`src/rtl/irq_arbiter_pkg.sv`:
```
// irq_pkg: shared FSM state type, rfi encoding default and ID-width helper
package irq_pkg;
  typedef enum logic [1:0] {IDLE, REQUEST, SERVICE} irq_state_t;
  localparam logic [1:0] PC_SAVE_DEFAULT = 2'h3;
  function automatic int src_w(input int n);
    return $clog2(n);
  endfunction
endpackage

```
`src/rtl/irq_arbiter_if.sv`:
```
// irq_arbiter_if: peripheral/core signal bundle of the interrupt arbiter
// slave (arbiter): in irq_src, irq_enable, irq_taken, pc_mux_control; out irq, irq_cause, irq_busy, irq_pending
// master (core/peripheral side): the mirror image
interface irq_arbiter_if import irq_pkg::*; #(parameter int NUM_SOURCES = 4);
  localparam int SRC_W = src_w(NUM_SOURCES);
  logic [NUM_SOURCES-1:0] irq_src;
  logic [NUM_SOURCES-1:0] irq_enable;
  logic irq_taken;
  logic [1:0] pc_mux_control;
  logic irq;
  logic [SRC_W-1:0] irq_cause;
  logic irq_busy;
  logic [NUM_SOURCES-1:0] irq_pending;
  modport master (output irq_src, irq_enable, irq_taken, pc_mux_control,
                  input irq, irq_cause, irq_busy, irq_pending);
  modport slave (input irq_src, irq_enable, irq_taken, pc_mux_control,
                 output irq, irq_cause, irq_busy, irq_pending);
endinterface

```
`src/rtl/irq_priority_picker.sv`:
```
// irq_priority_picker: rotating priority encoder, first set req at or above start with wrap
// in req, start; out grant_id, grant_valid
module irq_priority_picker import irq_pkg::*; #(
  parameter int NUM_SOURCES = 4,
  parameter int SRC_W = src_w(NUM_SOURCES)
) (
  input  logic [NUM_SOURCES-1:0] req,
  input  logic [SRC_W-1:0]       start,
  output logic [SRC_W-1:0]       grant_id,
  output logic                   grant_valid
);
  int idx;
  // Scan from the farthest offset down so the nearest one to start is written last.
  always_comb begin
    grant_id = '0;
    grant_valid = 1'b0;
    idx = 0;
    for (int k = NUM_SOURCES - 1; k >= 0; k--) begin
      idx = (int'(start) + k) % NUM_SOURCES;
      if (req[idx]) begin
        grant_id = SRC_W'(idx);
        grant_valid = 1'b1;
      end
    end
  end
endmodule

```
`src/rtl/irq_arbiter.sv`:
```
// irq_arbiter: edge-latched multi-source interrupt arbiter with request/service handshake
// in instr_clock, reset_n (sync, active-low); bus: irq_arbiter_if.slave
module irq_arbiter import irq_pkg::*; #(
  parameter int NUM_SOURCES = 4,
  parameter logic [1:0] PC_SAVE = PC_SAVE_DEFAULT,
  parameter bit ROUND_ROBIN = 1'b0,
  parameter int TIMEOUT_CYCLES = 15
) (
  input logic instr_clock,
  input logic reset_n,
  irq_arbiter_if.slave bus
);
  localparam int SRC_W = src_w(NUM_SOURCES);
  irq_state_t state_q, state_d;
  logic [NUM_SOURCES-1:0] src_q, pend_q, pend_d, clr;
  logic [SRC_W-1:0] cause_q, cause_d, rr_q, rr_d, grant_id;
  logic [7:0] timer_q, timer_d;
  logic irq_q, busy_q, grant_valid;
  irq_priority_picker #(.NUM_SOURCES(NUM_SOURCES), .SRC_W(SRC_W)) u_pick (
    .req(pend_q & bus.irq_enable),
    .start(ROUND_ROBIN ? rr_q : '0),
    .grant_id(grant_id),
    .grant_valid(grant_valid)
  );
  // Edge set is OR'ed after the clear so a coincident new edge survives.
  assign pend_d = (pend_q & ~clr) | (bus.irq_src & ~src_q);
  always_comb begin
    state_d = state_q;
    cause_d = cause_q;
    timer_d = timer_q;
    rr_d = rr_q;
    clr = '0;
    if (state_q == IDLE && grant_valid) begin
      state_d = REQUEST;
      cause_d = grant_id;
      timer_d = '0;
    end else if (state_q == REQUEST) begin
      timer_d = timer_q + 8'd1;
      if (bus.irq_taken) begin
        state_d = SERVICE;
        clr[cause_q] = 1'b1;
        rr_d = !ROUND_ROBIN ? '0 : cause_q == SRC_W'(NUM_SOURCES - 1) ? '0 : cause_q + 1'b1;
      end else if (!bus.irq_enable[cause_q] || timer_q == 8'(TIMEOUT_CYCLES - 1)) begin
        state_d = IDLE;
      end
    end else if (state_q == SERVICE && bus.pc_mux_control == PC_SAVE) begin
      state_d = IDLE;
    end
  end
  always_ff @(posedge instr_clock) begin
    if (!reset_n) begin
      state_q <= IDLE;
      src_q <= '0;
      pend_q <= '0;
      cause_q <= '0;
      rr_q <= '0;
      timer_q <= '0;
      irq_q <= 1'b0;
      busy_q <= 1'b0;
    end else begin
      state_q <= state_d;
      src_q <= bus.irq_src;
      pend_q <= pend_d;
      cause_q <= cause_d;
      rr_q <= rr_d;
      timer_q <= timer_d;
      irq_q <= state_d == REQUEST;
      busy_q <= state_d == SERVICE;
    end
  end
  assign bus.irq = irq_q;
  assign bus.irq_busy = busy_q;
  assign bus.irq_cause = cause_q;
  assign bus.irq_pending = pend_q;
endmodule

```
`src/flat_wrapper.sv`:
```
// flat-port wrapper written by rule: the top's interface ports become plain ports
module irq_arbiter_flat import irq_pkg::*;
#(
  parameter int NUM_SOURCES = 4,
  parameter logic [1:0] PC_SAVE = PC_SAVE_DEFAULT,
  parameter bit ROUND_ROBIN = 1'b0,
  parameter int TIMEOUT_CYCLES = 15
)
  (instr_clock, reset_n, bus_irq_src, bus_irq_enable, bus_irq_taken, bus_pc_mux_control, bus_irq, bus_irq_cause, bus_irq_busy, bus_irq_pending);
  irq_arbiter_if #(.NUM_SOURCES(NUM_SOURCES)) bus_i ();
  input logic instr_clock;
  input logic reset_n;
  input wire logic [$bits(bus_i.irq_src)-1:0] bus_irq_src;
  input wire logic [$bits(bus_i.irq_enable)-1:0] bus_irq_enable;
  input wire logic [$bits(bus_i.irq_taken)-1:0] bus_irq_taken;
  input wire logic [$bits(bus_i.pc_mux_control)-1:0] bus_pc_mux_control;
  output wire logic [$bits(bus_i.irq)-1:0] bus_irq;
  output wire logic [$bits(bus_i.irq_cause)-1:0] bus_irq_cause;
  output wire logic [$bits(bus_i.irq_busy)-1:0] bus_irq_busy;
  output wire logic [$bits(bus_i.irq_pending)-1:0] bus_irq_pending;
  assign bus_i.irq_src = bus_irq_src;
  assign bus_i.irq_enable = bus_irq_enable;
  assign bus_i.irq_taken = bus_irq_taken;
  assign bus_i.pc_mux_control = bus_pc_mux_control;
  assign bus_irq = bus_i.irq;
  assign bus_irq_cause = bus_i.irq_cause;
  assign bus_irq_busy = bus_i.irq_busy;
  assign bus_irq_pending = bus_i.irq_pending;
  irq_arbiter #(.NUM_SOURCES(NUM_SOURCES), .PC_SAVE(PC_SAVE), .ROUND_ROBIN(ROUND_ROBIN), .TIMEOUT_CYCLES(TIMEOUT_CYCLES)) u_core (.instr_clock(instr_clock), .reset_n(reset_n), .bus(bus_i));
endmodule
```
`config.mk`:
```
export PLATFORM = sky130hd
export DESIGN_NAME = irq_arbiter_flat
export DESIGN_NICKNAME = d
export VERILOG_FILES = /design/src/rtl/irq_arbiter_pkg.sv /design/src/rtl/irq_arbiter_if.sv /design/src/rtl/irq_priority_picker.sv /design/src/rtl/irq_arbiter.sv /design/src/flat_wrapper.sv
export SDC_FILE = /design/constraint.sdc
export NUM_CORES = 1
export LEC_CHECK = 0
export CORE_MARGIN = 8
export CORE_UTILIZATION = 40
export DETAILED_ROUTE_END_ITERATION = 10
export DONT_BUFFER_PORTS = 1
export PLACE_DENSITY = 0.67
export SETUP_SLACK_MARGIN = 0.2
export SYNTH_ARGS = -nofsm -noshare
export SYNTH_HDL_FRONTEND = slang
export SYNTH_SLANG_ARGS = --single-unit
export TNS_END_PERCENT = 1
```
`constraint.sdc`:
```
create_clock -name instr_clock -period 1.6 [get_ports instr_clock]
set_clock_uncertainty 0.2 [all_clocks]
set_input_delay 0.24 -clock instr_clock [delete_from_list [all_inputs] [get_ports instr_clock]]
set_output_delay 0.24 -clock instr_clock [all_outputs]
set_load 0.1 [all_outputs]
```
==> results.sh, run 1 <==
export IMPL_diodes=0
export IMPL_drcViolationCount=0
export IMPL_drive_above_1_share_pct=31.7
export IMPL_cp_start_kind="flop"
export IMPL_multi_input_area_sq_um=523
export IMPL_critPathMaxFanout=2
export IMPL_postSynth_asyncResetShare_pct=0
export IMPL_die_x_microns=64.1
export IMPL_regArea_sq_um=458
export IMPL_maxCapViolCount=0
export IMPL_hold_viol=0
export IMPL_h_tree_depth=1
export IMPL_r2r_setup_slack_ps=-40
export IMPL_fin_crit_sh_pct=103
export IMPL_dr_pass1_iters=2
export IMPL_grtUsageTotal_pct=11.5
export IMPL_synth_cell_area_sq_um=925
export IMPL_cts_tree="built"
export IMPL_clkSinkCount=22
export IMPL_yosysWarnings=0
export IMPL_reg2reg_to="u_core.bus.irq"
export IMPL_place_gp_congestion=0.887
export IMPL_final_nets=142
export IMPL_first_global_vias=843
export IMPL_cts_root_buffer="clkbuf_4"
export IMPL_postPlaceCellArea_sq_um=1070
export IMPL_final_core_util_pct=61.3
export IMPL_tightest_slew_ps=303
export IMPL_synth_top_area_share_pct=47.6
export IMPL_initial_core_util_pct=42.2
export IMPL_hpwl_microns=1540
export IMPL_avgSynthCellArea_sq_um=9.34
export IMPL_rr_startpoint="u_core.timer_q[7]"
export IMPL_synth_most_common_cell="dfxtp_1"
export IMPL_hold_path_class="in2reg"
export IMPL_grt_max_degree=14
export IMPL_setup_viol=1
export IMPL_synth_edf_count=0
export IMPL_ioPinCount=21
export IMPL_period_minus_slack_ps=1640
export IMPL_chipHeight_microns=64.1
export IMPL_violations="negative setup slack"
export IMPL_crit_start="u_core.timer_q[7]"
export IMPL_criticalPathCategory="reg2reg"
export IMPL_critPathCapture="u_core.bus.irq"
export IMPL_outcome="finished with violations"
export IMPL_yosysSeqAreaShare_pct=47.6
export IMPL_grt_pass1_wl_microns=3880
export IMPL_wl_per_cell_microns=14.9
export IMPL_num_rows=17
export IMPL_synth_cells=99
export IMPL_hold_path_depth=2
export IMPL_reg2regPathDepth=4
export IMPL_die_area_sq_um=4110
export IMPL_timing_setup_tns_ps=-40.9
export IMPL_drt_iter0_drc=9
export IMPL_ant_nets=0
export IMPL_p_leak_nw=0.507
export IMPL_path_clk_slew_ps=130
export IMPL_design_area_sq_um=1340
export IMPL_ys_flop_type="dfxtp_1"
export IMPL_critPathRequiredTime_ps=1620
export IMPL_antenna_found_initial=0
export IMPL_cts_max_path_buffers=2
export IMPL_insertion_delay_ps=310
export IMPL_rsz0062_at_grt="yes"
export IMPL_peakVddDrop_v=0.000638
export IMPL_port_buffers=0
export IMPL_power_density_nw_per_um2=959
export IMPL_routed_via_density=5.31
export IMPL_synthToLayoutAreaGrowth_pct=45.2
export IMPL_crit_path_end_kind="flop"
export IMPL_drt_total_wl_microns=2300
export IMPL_grt_overflow=0
export IMPL_yosysTopAreaCell="dfxtp_1"
export IMPL_synthTopCellsByArea="dfxtp_1 48%, xor2_1 5.7%, nor2_1 4.9%, a21oi_1 3.8%, and2_1 3.4%"
export IMPL_vias=818
export IMPL_fmax_mhz=609
export IMPL_worstPathArrival_ps=1660
export IMPL_synth_common_cells="22 x dfxtp_1, 12 x nor2_1, 7 x a21oi_1, 7 x nand2_1, 6 x xor2_1"
export IMPL_slew_headroom_pct=79.7
export IMPL_ys_types=29
export IMPL_cts_buffers=3
export IMPL_final_setup_worst_slack_ps=-40.9
export IMPL_core_area_sq_um=2190
export IMPL_post_cts_setup_buffer_count=0
export IMPL_worst_hold_slack_ps=8.22
export IMPL_pre_cts_ws_ps=-18.3
export IMPL_drv_slew=0
export IMPL_nFillCells=170
export IMPL_synth_fp_nets=114
export IMPL_ys_ff_latch=22
[cell usage in the layout (no fill, tap or decap), types with 2 or more instances in the layout]
cell	count
a21oi_1	6
a22o_1	2
a31oi_1	2
and2_1	5
and3_1	2
buf_12	2
buf_4	5
buf_6	4
buf_8	3
clkbuf_4	3
dfxtp_1	14
dfxtp_2	5
dfxtp_4	3
dlygate4sd3_1	10
ha_1	2
inv_1	4
nand2_1	6
nand2b_1	2
nand3_1	2
nand4_1	5
nor2_1	10
nor2b_1	2
xor2_1	6
[metrics by stage]
stage	instances	power, mW
finish	154	1.29
global route	154	1.34
CTS	153	1.25
detailed placement	140	0.897
global placement	140	0.893
floorplan	99	0.833
[critical path, cell delays in order (launching register included)]
cell and delay [ps]:
dfxtp_2 340, or4_4 540, o2111ai_4 210, a31oi_1 120
and2_1 150
[logic make-up after synthesis]
| group | count (synthesis) | synth area share, % |
|---|---|---|
| DFF | 22 | 47.6 |
| adders and majority gates | 2 | 2.71 |
| xor gates and xnor gates | 7 | 6.63 |
| AOI/OAI and AO/OA | 19 | 14.5 |
| buffers and inverters | 6 | 2.57 |
| and+or+nand+nor | 42 | 23.5 |
| muxes | 1 | 2.44 |
[final cells by class]
cell class	count	area share [%]
repair buffers	24	19.9
multi-input cells	71	39.0
well taps	28	2.61
flip-flops and latches	22	34.1
clock buffers	4	2.70
inverters	5	1.68
[layer usage]
metal | GRT usage [%] | share of wire, %
met4 | 5.01 | 2.0
met3 | 4.53 | 7.4
met1 | 12.8 | 42
met5 | 0 | 0
met2 | 19.1 | 49
[worst min path at each step]
stage | startpoint | endpoint | slack [ps]
floorplan | bus_irq_src[0] | u_core.src_q[0] | 160
global placement | reset_n | u_core.src_q[3] | 160
detailed placement | bus_irq_src[2] | u_core.src_q[2] | 170
CTS | bus_irq_src[1] | u_core.bus.irq_pending[1] | 7
global route | bus_irq_enable[0] | u_core.bus.irq_cause[1] | 30
finish | bus_irq_enable[0] | u_core.bus.irq_cause[1] | 8
[registers in the layout, indices dropped and copies added, names as in the netlist]
register / flops
u_core.bus.irq_cause: 2
u_core.bus.irq_busy: 1
u_core.state_q: 2
u_core.bus.irq_pending: 4
u_core.bus.irq: 1
u_core.timer_q: 8
u_core.src_q: 4
[where the power goes]
part	internal, mW	switching, mW	total, mW
Sequential	0.582	0.0369	0.619
Clock	0.139	0.172	0.311
Combinational	0.135	0.222	0.357
[what timing repair did]
action	CTS	global route
hold buffers	9	1
cloned	0	0
gates resized for setup	17	17
pin swaps	17	7
setup endpoints to repair	21	22
hold endpoints to repair	21	1
No activity file was read; power rests on OpenSTA's default activity.
==> run 2: changes to the inputs <==
- PLACE_DENSITY: 0.67 -> not set
- PLACE_DENSITY_LB_ADDON: not set -> 0.08
==> results.sh, run 2 (synthesis gave the netlist of run 1 again) <==
export IMPL_hold_path_depth=2
export IMPL_place_inst=140
export IMPL_power_density_nw_per_um2=1060
export IMPL_antenna_found_initial=0
export IMPL_grtUsageTotal_pct=11.5
export IMPL_core_area_sq_um=2190
export IMPL_regMostFlops="u_core.timer_q"
export IMPL_first_global_vias=844
export IMPL_setup_viol=0
export IMPL_port_buffers=0
export IMPL_drcViolationCount=0
export IMPL_num_rows=17
export IMPL_vias=818
export IMPL_cts_buffers=3
export IMPL_place_gp_congestion=0.804
export IMPL_cts_root_buffer="clkbuf_4"
export IMPL_drv_slew=0
export IMPL_design_area_sq_um=1290
export IMPL_diodes=0
export IMPL_hpwl_microns=1560
export IMPL_mostFrequentLayoutCells="15 x dfxtp_1, 11 x nor2_1, 9 x dlygate4sd3_1"
export IMPL_path_clk_slew_ps=110
export IMPL_period_minus_slack_ps=1600
export IMPL_criticalPathCategory="reg2reg"
export IMPL_ant_nets=0
export IMPL_grt_max_degree=14
export IMPL_routed_via_density=5.35
export IMPL_cp_cell_sequence="or4_4 > o2111ai_2 > a31oi_1 > and2_1"
export IMPL_die_area_sq_um=4110
export IMPL_worstPathArrival_ps=1610
export IMPL_wl_per_cell_microns=14.5
export IMPL_critPathMaxStageDelay_ps=530
export IMPL_drt_total_wl_microns=2220
export IMPL_grt_pass1_wl_microns=3790
export IMPL_hold_path_class="in2reg"
export IMPL_cts_tree="built"
export IMPL_clkSinkCount=22
export IMPL_ioPinCount=21
export IMPL_grt_overflow=0
export IMPL_cts_max_path_buffers=2
export IMPL_hold_viol=0
export IMPL_postPlaceCellArea_sq_um=1070
export IMPL_h_tree_depth=1
export IMPL_drt_iter0_drc=22
export IMPL_initial_core_util_pct=42.2
export IMPL_crit_path_end_kind="flop"
export IMPL_p_leak_nw=0.507
export IMPL_dr_pass1_iters=4
export IMPL_final_nets=141
export IMPL_drive_above_1_share_pct=27.2
export IMPL_tightest_slew_ps=272
export IMPL_reg2regPathDepth=4
export IMPL_cp_start_kind="flop"
export IMPL_slew_headroom_pct=81.8
export IMPL_final_common_cell="dfxtp_1"
export IMPL_critPathMaxFanout=2
export IMPL_chipHeight_microns=64.1
export IMPL_fmax_mhz=625
export IMPL_maxCapViolCount=0
export IMPL_post_cts_setup_buffer_count=0
export IMPL_largest_reg_flops=8
export IMPL_rsz0062_at_grt="yes"
export IMPL_slowest_stage="or4_4"
export IMPL_outcome="completed"
export IMPL_synthToLayoutAreaGrowth_pct=39.9
export IMPL_insertion_delay_ps=310
export IMPL_final_cells=153
export IMPL_critPathRequiredTime_ps=1610
export IMPL_peakVddDrop_v=0.000842
export IMPL_die_x_microns=64.1
export IMPL_fin_crit_sh_pct=100
## run 2: layout make-up
cell class,count,area [sq um]
clock buffer,3,22.5
clock inverter,1,30.0
fill,200,897
inverter,5,18.8
multi-input combinational,71,504
sequential,22,454
tap,28,35.0
timing repair buffer,23,229
## run 2: path summary, 6_finish.rpt
kind,endpoint,startpoint,slack (ps)
setup / recovery,u_core.bus.irq,u_core.timer_q[7],0.6
hold / removal,u_core.bus.irq_cause[1],bus_irq_enable[0],20
setup reg to reg,u_core.bus.irq,u_core.timer_q[7],0.6
hold reg to reg,u_core.bus.irq_pending[2],u_core.src_q[2],300
## run 2: per-stage QoR
stage	hold WS [ps]	setup slack, ps	power (mW)	setup TNS, ps	utilization, %
6_report	20.1	0.645	1.37	0	59.1
5_1_grt	14.4	-62.6	1.44	-95.6	59.1
4_1_cts	9.68	-10.1	1.37	-10.1	57.2
3_5_place_dp	166	-14.9	0.899	-14.9	48.8
3_3_place_gp	165	7.72	0.895	0	48.8
2_1_floorplan	162	-128	0.833	-284	-
## run 2: worst max-delay path: cells and delay by family (launching register included)
family	cells	cell delay [ps]
AO/OA/AOI/OAI	2	310
AND/OR/NAND/NOR	2	670
flip-flops	1	330
## run 2: power breakdown
group	switching [mW]	internal [mW]	leakage (nW)	total [mW]
Combinational	0.219	0.117	0.296	0.336
Sequential	0.0337	0.582	0.183	0.616
Clock	0.167	0.253	0.0279	0.420
## run 2: per-layer routing
| layer | GRT usage [%] | vias up | part of all wire, % |
|---|---|---|---|
| met2 | 18.8 | 23 | 50 |
| met1 | 12.6 | 387 | 41 |
| li1 | - | 404 | - |
| met3 | 6.10 | 4 | 7.8 |
| met4 | 3.34 | 0 | 1.4 |
| met5 | 0 | - | 0 |
## run 2: timing repair
action | 4_1_cts | 5_1_grt
endpoints found under the setup margin | 22 | 23
gates resized for setup | 11 | 9
pin swaps | 1 | 2
hold buffers | 9 | 0
hold endpoints to repair | 14 | 0
